<file path="src/rtl/phy_rx_sync_deframer.sv">
// RX deframer: acquires lane sync on a run of commas, strips idle commas,
// delivers data bytes one cycle later and drops sync on repeated bad control chars.
module phy_rx_sync_deframer #(
    parameter logic [7:0] COMMA      = 8'hBC,
    parameter int         SYNC_COUNT = 4,
    parameter int         LOSS_COUNT = 3
) (
    input  logic       clk_8f,
    input  logic       reset,
    input  logic       byte_en,
    input  logic [7:0] data_in,
    input  logic       k_in,
    output logic [7:0] data_out0,
    output logic       valid_out0,
    output logic       active,
    output logic       err_out
);

    localparam logic [3:0] SYNC_TH = 4'(SYNC_COUNT);
    localparam logic [3:0] LOSS_TH = 4'(LOSS_COUNT);

    typedef enum logic {SEARCH, ACTIVE} state_t;

    state_t     state_q, state_d;
    logic [3:0] comma_cnt_q, comma_cnt_d;
    logic [3:0] err_cnt_q, err_cnt_d;
    logic [7:0] data_q, data_d;
    logic       valid_q, valid_d;
    logic       active_q, active_d;
    logic       err_q, err_d;

    logic is_comma, is_bad;
    assign is_comma = k_in && (data_in == COMMA);
    assign is_bad   = k_in && (data_in != COMMA);

    always_comb begin
        state_d     = state_q;
        comma_cnt_d = comma_cnt_q;
        err_cnt_d   = err_cnt_q;
        data_d      = data_q;
        valid_d     = 1'b0;
        active_d    = active_q;
        err_d       = 1'b0;
        if (byte_en) begin
            unique case (state_q)
                SEARCH: begin
                    // Only a true comma extends the run; k=0 0xBC is data and breaks it.
                    if (is_comma) begin
                        if (comma_cnt_q + 4'd1 == SYNC_TH) begin
                            state_d     = ACTIVE;
                            active_d    = 1'b1;
                            comma_cnt_d = 4'd0;
                        end else begin
                            comma_cnt_d = comma_cnt_q + 4'd1;
                        end
                    end else begin
                        comma_cnt_d = 4'd0;
                    end
                end
                ACTIVE: begin
                    if (!k_in) begin
                        data_d    = data_in;
                        valid_d   = 1'b1;
                        err_cnt_d = 4'd0;
                    end else if (is_bad) begin
                        err_d = 1'b1;
                        if (err_cnt_q + 4'd1 == LOSS_TH) begin
                            state_d     = SEARCH;
                            active_d    = 1'b0;
                            err_cnt_d   = 4'd0;
                            comma_cnt_d = 4'd0;
                        end else begin
                            err_cnt_d = err_cnt_q + 4'd1;
                        end
                    end else begin
                        err_cnt_d = 4'd0;
                    end
                end
                default: state_d = SEARCH;
            endcase
        end
    end

    always_ff @(posedge clk_8f) begin
        if (!reset) begin
            state_q     <= SEARCH;
            comma_cnt_q <= 4'd0;
            err_cnt_q   <= 4'd0;
            data_q      <= 8'h00;
            valid_q     <= 1'b0;
            active_q    <= 1'b0;
            err_q       <= 1'b0;
        end else begin
            state_q     <= state_d;
            comma_cnt_q <= comma_cnt_d;
            err_cnt_q   <= err_cnt_d;
            data_q      <= data_d;
            valid_q     <= valid_d;
            active_q    <= active_d;
            err_q       <= err_d;
        end
    end

    assign data_out0  = data_q;
    assign valid_out0 = valid_q;
    assign active     = active_q;
    assign err_out    = err_q;

endmodule

</file>
<file path="config.mk">
export PLATFORM = sky130hd
export DESIGN_NAME = phy_rx_sync_deframer
export DESIGN_NICKNAME = d
export VERILOG_FILES = /design/src/rtl/phy_rx_sync_deframer.sv
export SDC_FILE = /design/constraint.sdc
export NUM_CORES = 1
export LEC_CHECK = 0
export CAP_MARGIN = 5
export CORE_ASPECT_RATIO = 1.1
export CORE_MARGIN = 10
export CORE_UTILIZATION = 45
export CTS_CLUSTER_SIZE = 40
export DETAILED_ROUTE_END_ITERATION = 12
export GPL_TIMING_DRIVEN = 0
export PLACE_DENSITY = 0.83
export SLEW_MARGIN = 20
export SYNTH_ARGS = -nofsm -noshare
export SYNTH_HDL_FRONTEND = slang
export SYNTH_SLANG_ARGS = --single-unit
</file>
<file path="constraint.sdc">
create_clock -name clk_8f -period 3.6 [get_ports clk_8f]
set_clock_uncertainty 0.05 [all_clocks]
set_input_delay 0.72 -clock clk_8f [delete_from_list [all_inputs] [get_ports clk_8f]]
set_output_delay 0.72 -clock clk_8f [all_outputs]
set_load 0.1 [all_outputs]
</file>
### Word-level counts from Yosys, hierarchy flattened

Index checks and enable logic that the tools add are counted.

* flip-flop bits (word level): 20
* input port bits: 12

* add/sub/neg operators: 2
* eq/ne operators: 9
* multiplexer cells: 23
* bitwise gates (word level): 2
* reduce and logical (&&, ||, !) cells: 8

Operators with widths (number)
* two-way mux 4 bit: 8
* two-way mux 1 bit: 12
* adder 4 x 1 -> 4 bit, second input constant: 2
* == test 8 bit, second input constant: 1
* != test 8 bit, second input constant: 1
* case mux 4 bit (2 select lines): 1
* AND reduction 4 bit: 2
* != test 2 bit, second input constant: 3
* AND reduction 3 bit: 2
* AND reduction 6 bit: 1
* == test 4 x 2 -> 1 bit, second input constant: 1
* == test 4 x 3 -> 1 bit, second input constant: 1
* != test 2 x 1 -> 1 bit, second input constant: 2
* case mux 1 bit (2 select lines): 2
* logical AND 1 bit: 2
* NOT 1 bit: 2
* AND reduction 2 bit: 1

### Logic depth before layout (Yosys ltp)

* depth in word-level cells: 6
* mapped depth: 7

### Least setup slack after synthesis

Ideal clock, no wire load.

* path kind: input to register
* start point: input port data_in[1]
* end point: register comma_cnt_q[1]
* data arrival time: 1.668 ns
* data required time: 3.435 ns
* path slack: 1.767 ns
* cell stages on the path: 5
* path buffers: 0
* cell sequence: nand4bb_4 > o21ai_1 > or2_2 > o211a_1 > o21a_1

* longest elaborated chain between the ends: 4
* elaborated cells on any way between the ends: 8
* those cells by class: 3 x eq/ne; 2 x mux; 3 x reduce/logical

Ends and longest elaborated chain
* start, declared: RTL line 11 `input logic [7:0] data_in,`
* != test 8 bit or == test 8 bit (tied branches): RTL line 34, 33
* logical AND 1 bit (on tied branches): RTL line 34, 33
* != test 2 x 1 -> 1 bit (no source line) or two-way mux 4 bit (tied branches)
* AND reduction 4 bit (no source line) or case mux 4 bit (2 select lines) (tied branches)
* end signal, assigned: RTL line 95 `comma_cnt_q <= comma_cnt_d;`
* end, declared: RTL line 25 `logic [3:0] comma_cnt_q, comma_cnt_d;`

Parallel ways exist; a longest one is shown, timed or not.
A chain may end at the register's enable or synchronous reset.

### Worst setup path in the final report

* start point: register data_q[3] (netlist: data_out0[3])
* end point: output port data_out0[3]

RTL lines
* start, declared: RTL line 27 `logic [7:0] data_q, data_d;`
* start signal, assigned: RTL line 97 `data_q <= data_d;`
* end, declared: RTL line 13 `output logic [7:0] data_out0,`

No word-level cell between the ends.

==> impl_results.md <==
* Status: completed
* CTS Buf Count at 3
* Fin Setup TNS at 0 ps
* Rows at 17
* Synth area leaders: dfxtp_1, mux2i_1, nor2_1, ha_1, nand2_1
* Post-CTS Resized at 0
* Pwr Density at between 200 and 300 mW/mm^2
* Average vias per placed instance at 5.36
* Reg clk slew, reported paths at 110 ps
* Die ar. at 0.00456 mm^2
* CP max-delay cell: clkdlybuf4s50_1
* CP max stage delay at 1160 ps
* Commonest cells post-synth: dfxtp_1, nor2_1, nand2_1, mux2i_1, inv_1
* Predominant post-synthesis flop cell: dfxtp_1
* Root Driver: clkbuf_4
* Final-report setup violation count at 0
* CTS Hold Bufs at 0
* Clk Latency, worst-skew pair at 300 ps
* Ports at 23
* Setup crit start kind: register
* Met3 wire len at approximately 260 um
* M1 WL at 936 um
* Htree depth at 1
* Slew headroom at 0.329
* VDD IR-drop max at 0.000192 V
* Vias in the first global route at 863
* Top sig layer: met4
* Ratio of cells with drive above 1 in the final layout at 0.0725
* Initial core utilization at 0.487
* Critical path cell sequence: clkdlybuf4s50_1
* Die Height at between 60 and 70 um
* Post-CTS Setup Bufs at 0
* Post-layout util at 0.621
* Gr ovfl total at 0
* Flop and latch count out of synthesis at 20
* WL per Instance at approximately 14 um
* Net Switching at roughly 0.080 mW
* Max-slew violation count at 0
* Slew @ Worst Pin at 1000 ps
* Initial antenna violation count at 0
* Most common cell in the netlist: dfxtp_1
* Share of power burned in registers at 0.622
* EDFF count, synth at 0
* Area share of the leading cell type in the synthesized netlist at 0.394
* Post-synth ARST share at 0
* WP data arrival at between 1500 and 2000 ps
* Port bufs at 22
* Critical Setup Path Class: reg2out
* Setup repair after global routing missed its margin: no
* Critical path capture point type: output pin
* Area grow syn2layout at 27.3%
* CP top delay family: buffers and inverters
* Detail Placement HPWL at 1.80 mm
* DRC at 0
* Sw Ratio at 0.226
* Global Route Usage Sum at 0.101
* Nets@finish at 156
* Netlist Area Pre-Place at between 0.001 and 0.0015 mm^2
* CTS tree: done
* Synth unique cells at 35
* Gate Count Post-Synth at 113
* Final RePlAce weighted congestion at ~0.8
* Crit path max fanout at 2
* Final Hold Fails at 0
* DRT iter0 DRCs at 33
* Num Clock Sinks at 20
* Fin crit share at 0.716
* Worst min path class: reg2reg
* Clk buf depth at 2
* Detail Route Antenna Nets at 0
* Ant diodes at 0
* Via count at roughly 900
* Comb pwr share at 0.079
* Static leakage at 0.537 nW
* Post-synth net total at 129
* Met2 WL at ~1.0 mm
* MaxCap Viol Count at 0
* Yosys top cell by area: dfxtp_1
* Largest net degree at the start of global routing at 11
* Hold slack at ~440 ps
* Total Power at roughly 0.36 mW
* First-pass GRT wire length at roughly 3.8 mm
* Clock Power Share at 0.299
* Synth warnings at 0
* Worst Path Buf+Inv at 1
* Routed wire length at roughly 2.3 mm
* First-pass detailed-route iteration total at 5
* Die width at 65.3 um
* Mean post-synth cell area at between 8 and 9 um^2
* Worst EP required at 2830 ps
* Core area at 0.00208 mm^2
* Pint at 0.275 mW
* Seq/Total Area, Yosys at 0.394
* Max Freq at 388 MHz
* Min cycle time layout at 2580 ps
[logic make-up after synthesis]
kind of cell,count (synthesis),share of synthesized area
multiplexers,8,0.0788
XOR/XNOR,1,0.00862
flip-flops,20,0.394
buffers and inverters,8,0.0296
AND/OR/NAND/NOR,46,0.273
AO/OA/AOI/OAI,26,0.166
adder cells (fa/ha/maj),4,0.0493
[metrics by stage]
stage	cell area [um^2]	instances	setup slack (ps)
CTS	1290	166	1010
global route	1290	166	972
floorplan	1020	113	1770
global placement	1270	163	1130
detailed placement	1270	163	1080
finish	1290	166	1020
[cell type report]
cell class	count	area [um^2]
plain buffers	1	3.75
clock buffers	3	22.5
fillers	192	791
repair buffers	22	220
inverters	7	26.3
well taps	28	35.0
multi-input cells	85	586
flip-flops and latches	20	400
[cell usage in the layout (no fill, tap or decap), drive strengths merged]
master	count
clkdlybuf4s50	22
dfxtp	20
nor2	15
nand2	10
mux2i	8
inv	7
a21oi	6
o21ai	5
nand3	4
a31oi	4
ha	4
clkbuf	4
o211ai	3
nor2b	2
a21boi	2
nand2b	2
or2	2
or3	2
and3	2
nor4	2
xor2	1
nand4b	1
nand4bb	1
and2	1
nor3b	1
a32oi	1
a311oi	1
o211a	1
o21a	1
o32ai	1
o31ai	1
nor3	1
[power groups by stage]
stage	Combinational, mW	Sequential (mW)	Clock [mW]
2_1_floorplan	0.00983	0.226	0
3_5_place_dp	0.0281	0.226	0
3_3_place_gp	0.0278	0.226	0
5_1_grt	0.0305	0.221	0.115
4_1_cts	0.0282	0.221	0.109
6_report	0.0281	0.221	0.106
[flip-flops by register name, summed over array words and instances (netlist names)]
name	flops
comma_cnt_q	4
err_cnt_q	4
err_out	1
valid_out0	1
state_q	1
data_out0	8
active	1
[metal layers]
metal  vias to the layer above  track usage
met3                         4       0.0548
met2                        29        0.161
met1                       400        0.108
met5                         -            0
met4                         0       0.0354
li1                        456            -
[final timing paths]
kind                startpoint            to  slack, ps  cells past startpoint
hold / removal          active        active        440                      2
setup / recovery  data_out0[3]  data_out0[3]       1020                      1
setup reg to reg  err_cnt_q[0]        active       1740                      6
hold reg to reg         active        active        440                      2
Note: power is estimated with default switching activity, not from simulation.
